## src/rtl/des_pkg.sv

```systemverilog
// Shared constants and types for the DES key-schedule engine.
// Permutation tables use 1-based DES bit numbering (bit 1 = MSB).
package des_pkg;

   localparam int PC1 [0:55] = '{
      57, 49, 41, 33, 25, 17,  9,
       1, 58, 50, 42, 34, 26, 18,
      10,  2, 59, 51, 43, 35, 27,
      19, 11,  3, 60, 52, 44, 36,
      63, 55, 47, 39, 31, 23, 15,
       7, 62, 54, 46, 38, 30, 22,
      14,  6, 61, 53, 45, 37, 29,
      21, 13,  5, 28, 20, 12,  4
   };

   localparam int PC2 [0:47] = '{
      14, 17, 11, 24,  1,  5,
       3, 28, 15,  6, 21, 10,
      23, 19, 12,  4, 26,  8,
      16,  7, 27, 20, 13,  2,
      41, 52, 31, 37, 47, 55,
      30, 40, 51, 45, 33, 48,
      44, 49, 39, 56, 34, 53,
      46, 42, 50, 36, 29, 32
   };

   // Bit n set: the rotation into round index n is by one position, else by two.
   localparam logic [15:0] SHIFT1_MASK = 16'h8103;

   localparam logic ENC = 1'b0;
   localparam logic DEC = 1'b1;

   typedef enum logic [1:0] {
      IDLE = 2'd0,
      RUN  = 2'd1,
      DONE = 2'd2
   } state_t;

endpackage

```

## src/rtl/des_pc2.sv

```systemverilog
// PC-2 permutation: selects 48 of the 56 C/D bits to form a round subkey.
module des_pc2
   import des_pkg::*;
(
   input  logic [1:56] cd,
   output logic [1:48] subkey
);

   always_comb begin
      subkey = '0;
      for (int i = 0; i < 48; i++) begin
         subkey[i+1] = cd[PC2[i]];
      end
   end

endmodule

```

## src/rtl/des_subkey_stream.sv

```systemverilog
// DES key schedule: loads PC-1 of the key on start, then streams the 16
// round subkeys over a valid/ready handshake in encrypt or decrypt order.
//
// state | meaning
// IDLE  | waiting for start; no subkey presented
// RUN   | subkey for `round` presented, advances on each accepted handshake
// DONE  | one-cycle completion pulse after the 16th subkey is accepted
module des_subkey_stream
   import des_pkg::*;
(
   input  logic        clk,
   input  logic        rst_n,
   input  logic        start,
   input  logic [1:64] key,
   input  logic        des_mode,
   input  logic        abort,
   input  logic        sk_ready,
   output logic        sk_valid,
   output logic [1:48] subkey,
   output logic [3:0]  round,
   output logic        busy,
   output logic        done
);

   state_t      state;
   logic        mode;
   logic [1:56] cd_reg;
   logic [1:56] pc1_cd;
   logic [1:56] cd_load;
   logic [1:56] cd_next;
   logic [3:0]  round_next;
   logic        next_by2;

   function automatic logic [1:28] rot_left(input logic [1:28] h, input logic by2);
      return by2 ? {h[3:28], h[1:2]} : {h[2:28], h[1]};
   endfunction

   function automatic logic [1:28] rot_right(input logic [1:28] h, input logic by2);
      return by2 ? {h[27:28], h[1:26]} : {h[28], h[1:27]};
   endfunction

   always_comb begin
      pc1_cd = '0;
      for (int i = 0; i < 56; i++) begin
         pc1_cd[i+1] = key[PC1[i]];
      end
   end

   // Decrypt starts from the unrotated PC-1 state, which is exactly K16's C/D.
   always_comb begin
      if (des_mode == DEC) begin
         cd_load = pc1_cd;
      end else begin
         cd_load = {rot_left(pc1_cd[1:28],  !SHIFT1_MASK[0]),
                    rot_left(pc1_cd[29:56], !SHIFT1_MASK[0])};
      end
   end

   assign round_next = round + 4'd1;
   assign next_by2   = !SHIFT1_MASK[round_next];

   always_comb begin
      if (mode == DEC) begin
         cd_next = {rot_right(cd_reg[1:28], next_by2), rot_right(cd_reg[29:56], next_by2)};
      end else begin
         cd_next = {rot_left(cd_reg[1:28], next_by2), rot_left(cd_reg[29:56], next_by2)};
      end
   end

   always_ff @(posedge clk or negedge rst_n) begin
      if (!rst_n) begin
         state  <= IDLE;
         mode   <= ENC;
         cd_reg <= '0;
         round  <= '0;
      end else if (abort) begin
         state <= IDLE;
         round <= '0;
      end else begin
         case (state)
            IDLE: begin
               if (start) begin
                  mode   <= des_mode;
                  cd_reg <= cd_load;
                  round  <= '0;
                  state  <= RUN;
               end
            end
            RUN: begin
               if (sk_ready) begin
                  if (round == 4'd15) begin
                     state <= DONE;
                  end else begin
                     round  <= round_next;
                     cd_reg <= cd_next;
                  end
               end
            end
            DONE: begin
               round <= '0;
               state <= IDLE;
            end
            default: state <= IDLE;
         endcase
      end
   end

   assign sk_valid = (state == RUN);
   assign busy     = (state == RUN);
   assign done     = (state == DONE);

   des_pc2 u_pc2 (
      .cd     (cd_reg),
      .subkey (subkey)
   );

endmodule

```

## config.mk

```make
export PLATFORM = sky130hd
export DESIGN_NAME = des_subkey_stream
export DESIGN_NICKNAME = d
export VERILOG_FILES = /design/src/rtl/des_pkg.sv /design/src/rtl/des_pc2.sv /design/src/rtl/des_subkey_stream.sv
export SDC_FILE = /design/constraint.sdc
export NUM_CORES = 1
export LEC_CHECK = 0
export BUFFER_PORTS_ARGS = -buffer_cell sky130_fd_sc_hd__buf_2
export CORE_UTILIZATION = 51
export DETAILED_ROUTE_END_ITERATION = 12
export PLACE_DENSITY = 0.81
export SLEW_MARGIN = 20
export SYNTH_ARGS = -nofsm -noshare
export SYNTH_HDL_FRONTEND = slang
export SYNTH_SLANG_ARGS = --single-unit
```

## constraint.sdc

```tcl
create_clock -name clk -period 2.1 [get_ports clk]
set_input_delay 0.21 -clock clk [delete_from_list [all_inputs] [get_ports clk]]
set_output_delay 0.21 -clock clk [all_outputs]
set_load 0.005 [all_outputs]
```

* After elaboration in Yosys (flattened, before gate mapping) *
Memories as Yosys holds them, arrays and structs flattened.
Cells that the tools add are included.

storage, ports and cells
  register bits after elaboration = 63
  memories kept = 1
  output and inout port bits = 55
  bits in read-only memories = 16

cells by class
  bitwise gates (word level) = 1
  multiplexer cells = 21
  add/subtract/negate cells = 1
  order comparisons = 1
  reduce and logical (&&, ||, !) cells = 7
  eq/ne operators = 10

memory list
  memory           words  bits a word  read ports  clocked after Yosys merged registers in  wr ports  RTL line                 RTL
  (no name shown)  16     1            1           0                                        0         des_subkey_stream.sv:60  assign next_by2 = !SHIFT1_MASK[round_next];

operators by type and width
  operator             number
  $mux 56              5
  $mux 28              4
  $pmux 56 s2          1
  $mux 4               4
  $pmux 4 s3           1
  $ne 3x3->1 const B   3
  $mux 2               4
  $ne 2x2->1 const B   3
  $reduce_and 3->1     2
  $lt 4x5->1 const B   1
  $reduce_and 5->1     1
  $add 4x1->4 const B  1
  $eq 4x4->1 const B   1
  $pmux 2 s2           1
  $reduce_and 4->1     1
  $reduce_bool 4->1    1
  $ne 3x2->1 const B   1
  $eq 2x1->1 const B   1
  $eq 2x2->1 const B   1
  $logic_not 2->1      1
  $reduce_bool 2->1    1
  $mux 1               1
  $not 1->1            1

* Longest topological paths before layout *
  depth after elaboration = 8
  depth in mapped cells = 10
  mapped depth without buffers = 8

* Cells and area by module *
A second synthesis with hierarchy kept.

unflattened totals
  cells, all modules = 640
  area, all modules = 5,657.9 µm²

by module, submodules not included
  module             times used  cells an instance  seq. area each (µm²)  area each (µm²)
  des_subkey_stream  1           592                1,576.5               5,297.6
  des_pc2            1           48                 0.0                   360.3

* Worst setup path before layout *
Ideal clock, no wire load.

  path kind = register to register
  start = reg round[0]
  end = reg cd_reg[55] (netlist bit)
  cell stages (with the launch flop) = 10
  period minus slack after synthesis = 2,336 ps
  arrival time = 2,233 ps
  required time = 1,996 ps
  setup slack = -236 ps
  path through = dfrtp_1 inv_1 ha_1 nor3b_2 a311oi_1 a31o_2 buf_4 nor3_1 a211o_1 o41ai_2

on the way
  longest elaborated chain between the ends = 8
  elaborated cells on any way between the ends = 12

RTL lines
  what                          RTL line                                          RTL
  start, declared               des_subkey_stream.sv:20                           output logic [3:0] round,
  start signal, assigned        des_subkey_stream.sv:94                           round <= round_next;
  $add 4x1->4                   des_subkey_stream.sv:59                           assign round_next = round + 4'd1;
  $mem_v2 16x1                  --
  $mux 1 (implied by the code)  des_subkey_stream.sv:60
  $mux 28 (on tied branches)    des_subkey_stream.sv:35, des_subkey_stream.sv:39
  $mux 56                       des_subkey_stream.sv:63                           if (mode == DEC) begin
  $mux 56                       des_subkey_stream.sv:91                           if (round == 4'd15) begin
  $mux 56                       des_subkey_stream.sv:90                           if (sk_ready) begin
  $pmux 56 s2                   des_subkey_stream.sv:80                           case (state)
  end signal, assigned          des_subkey_stream.sv:84                           cd_reg <= cd_load;
  end signal, assigned          des_subkey_stream.sv:95                           cd_reg <= cd_next;
  end, declared                 des_subkey_stream.sv:27                           logic [1:56] cd_reg;

Parallel ways exist; a longest one is shown, timed or not. The select of a mux whose other input is x is not followed.
A chain may end at the register's enable or synchronous reset.

* Worst setup path after layout *
  start = reg round[1]
  end = reg cd_reg[15] (netlist bit)

Same word-level chain as after synthesis.

==> run metrics <==
status finished with violations; failing checks setup timing; Final WS setup -224.8 ps; Setup crit end kind flip-flop; initial antenna violation count 0; GP Congestion 0.9270; worst min-delay path class input pin to flip-flop; # Max-Cap Violations 0; vias in the first global route 5541; leakage power 3.458 nW; CP required 2350 ps; cell mode on critical path mux2i_1; grt total ovfl 0; CP bufs+invs 2; Iteration-0 DRC Markers 422; final wirelength 17660 um; power per cell area 676.8 nW/um^2; Placed Area 6402 sq um; Tcrit/Tclk final 110.7%; Syn Area/Cell 8.304 sq um; global-route wire length before repair 26390 um; Antenna Cells 0; Die ar. 11600 sq um; Final Slew Violations 0; post-synthesis instance total 686; dpl cells 882; dpl ws -225.9 ps; antenna viol nets, final 0; hold path depth 2; crit path cell chain ha_4 > xor2_1 > mux2i_1 > a21oi_1 > a211o_4 > buf_12 > clkbuf_16 > mux2i_1 > a32o_1; share of layout cells above drive strength 1 32.35%; height of the die 107.7 um; Max Buffers Root-to-Sink 2; hpwl dp 11750 um; nets 845; # H-tree levels 3; WL/cell 19.28 um; drc violations 0; Levels on crit path 9; CTS Buf Count 9; Final Hold Fails 0; Netlist cell types 49; worst slew pin tran 615.0 ps; Seq/Total Area, Yosys 27.67%; CTS tree done; Post-synth EDFFs 0; I/O pin count 125; Design Power 4.722 mW; Row Count 38; Setup Viol. Count Final 56; ys async rst share 100.0%; Top FF cell, synth dfrtp_1; Yosys reg bits 63; Worst Path Arrival 2570 ps; Final Instance Area 6977 sq um; top cell family by delay on the critical path compound AO/OA/AOI/OAI gates; Via-to-Cell Ratio 6.451; Root Buffer Master clkbuf_8; fillers 873; synthesis-to-finish area growth 22.47%; worst vdd ir 0.3022 mV; Clock Sinks 63; Initial Util 52.55%; Final min period 2325 ps; largest net degree at the start of global routing 43; Core Util, Final 64.36%; CP Class flip-flop to flip-flop; CP startpoint kind flip-flop; Layout Skew 8.994 ps; Mapped Nets 760; Max Clock Freq 430.1 MHz; Core Region 10840 sq um; Reg2Reg Depth 9; worst skew pair latency 360 ps; slowest stage cell, crit path dfrtp_2; DR vias 5909; Max-slew headroom 59.00%; CP max stage delay 460 ps; total track usage 28.67%; clock slew at reported path FFs 70 ps; max FFs per register 56; Final Non-Filler Cells 916; unrepaired setup endpoints after global routing yes; CP Max Fanout 6; post-synthesis cell area 5697 sq um; Yosys Warn Count 0; Die Width 107.7 um; DRT Pass-1 Iters 5; Port-buffer cells 116
-- final timing paths --
| path | startpoint | to | slack [ps] |
|---|---|---|---|
| worst min register to register | state[1]$_DFFE_PN0P_ | state[0]$_DFFE_PN0P_ | 550 |
| worst max register to register | round[1]$_DFFE_PN0P_ | cd_reg[15]$_DFFE_PN0P_ | -220 |
| min in group asynchronous | rst_n | cd_reg[30]$_DFFE_PN0P_ | 400 |
| max in group asynchronous | rst_n | cd_reg[38]$_DFFE_PN0P_ | 990 |
| worst max-delay path | round[1]$_DFFE_PN0P_ | cd_reg[15]$_DFFE_PN0P_ | -220 |
| worst min-delay path | abort | state[0]$_DFFE_PN0P_ | 80 |
-- cell usage after synthesis (3+ instances only) --
| cell type | number | area (sq um) |
|---|---|---|
| a211o_1 | 3 | 26.28 |
| a211oi_1 | 7 | 52.55 |
| a211oi_2 | 4 | 50.05 |
| a21oi_1 | 62 | 310.3 |
| a22oi_1 | 4 | 30.03 |
| a31oi_1 | 4 | 25.02 |
| a32o_1 | 43 | 430.4 |
| and2_1 | 5 | 31.28 |
| buf_1 | 6 | 22.52 |
| buf_2 | 20 | 100.1 |
| buf_4 | 56 | 420.4 |
| clkbuf_1 | 26 | 97.59 |
| dfrtp_1 | 63 | 1577 |
| ha_1 | 4 | 50.05 |
| inv_1 | 3 | 11.26 |
| mux2_2 | 8 | 90.09 |
| mux2i_1 | 111 | 1111 |
| nand2_1 | 95 | 356.6 |
| nand2b_1 | 3 | 18.77 |
| nand3_1 | 45 | 225.2 |
| nor2_1 | 55 | 206.5 |
| nor3_1 | 11 | 55.05 |
| o21ai_0 | 10 | 50.05 |
| o221ai_1 | 4 | 35.03 |
| o311ai_0 | 4 | 35.03 |
-- where the power goes --
group	total (mW)	internal, mW	switching (mW)
clock	0.943	0.419	0.524
combinational	1.82	0.923	0.901
sequential	1.95	1.49	0.466
-- stage by stage --
step / setup TNS [ps] / hold slack [ps]
2_1_floorplan: -260.1 / -85.59
3_3_place_gp: -2271 / 228.0
3_5_place_dp: -7527 / 250.6
4_1_cts: -7124 / 72.43
5_1_grt: -13870 / 89.82
6_report: -9393 / 80.94
-- cells by family (layout without fill, tap and decap cells) --
kind of cell | Yosys count | after routing | synth area share, %
compound gates | 157 | 157 | 20.38
xor+xnor | 1 | 1 | 0.1538
fa+ha+maj | 4 | 4 | 0.8786
buf+inv | 116 | 206 | 12.43
flops | 63 | 63 | 27.67
mux | 119 | 119 | 21.09
simple gates | 226 | 226 | 17.40
-- layer usage --
metal,track usage [%],routed length [um],up-vias,part of all wire [%]
li1,-,-,2618,-
met3,5.448,1725,74,9.8
met1,35.63,6859,2822,39
met5,0,0,-,0
met4,11.15,699,0,4.0
met2,48.81,8375,395,47
-- layout make-up --
type                       count  area (sq um)  area share [%]
inverter                       4         15.01          0.2152
timing repair buffer         186          1473           21.11
clock inverter                 5         25.02          0.3587
tap                          140         175.2           2.511
multi-input combinational    507          3578           51.29
clock buffer                  11         131.4           1.883
sequential                    63          1579           22.63
-- layout by cell type, fill, tap and decap left out, drive strengths merged, types with 5 or more instances in the layout --
cell type / n
clkinv: 5
o21ai: 10
nor3: 11
a21oi: 62
clkbuf: 17
mux2i: 111
nand3: 45
nand2: 96
a31oi: 5
a32o: 43
dfrtp: 63
nor2: 56
and2: 5
buf: 179
mux2: 8
a211oi: 11
-- what timing repair did --
item / 4_1_cts / 5_1_grt
buffers inserted: 6 / 4
gates cloned: 0 / 7
hold endpoints to repair: 20 / 0
endpoints found under the setup margin: 56 / 56
gates resized for setup: 15 / 33
pin swaps: 0 / 17
hold buffers: 1 / 0
Power figures use the tool's default switching activity.
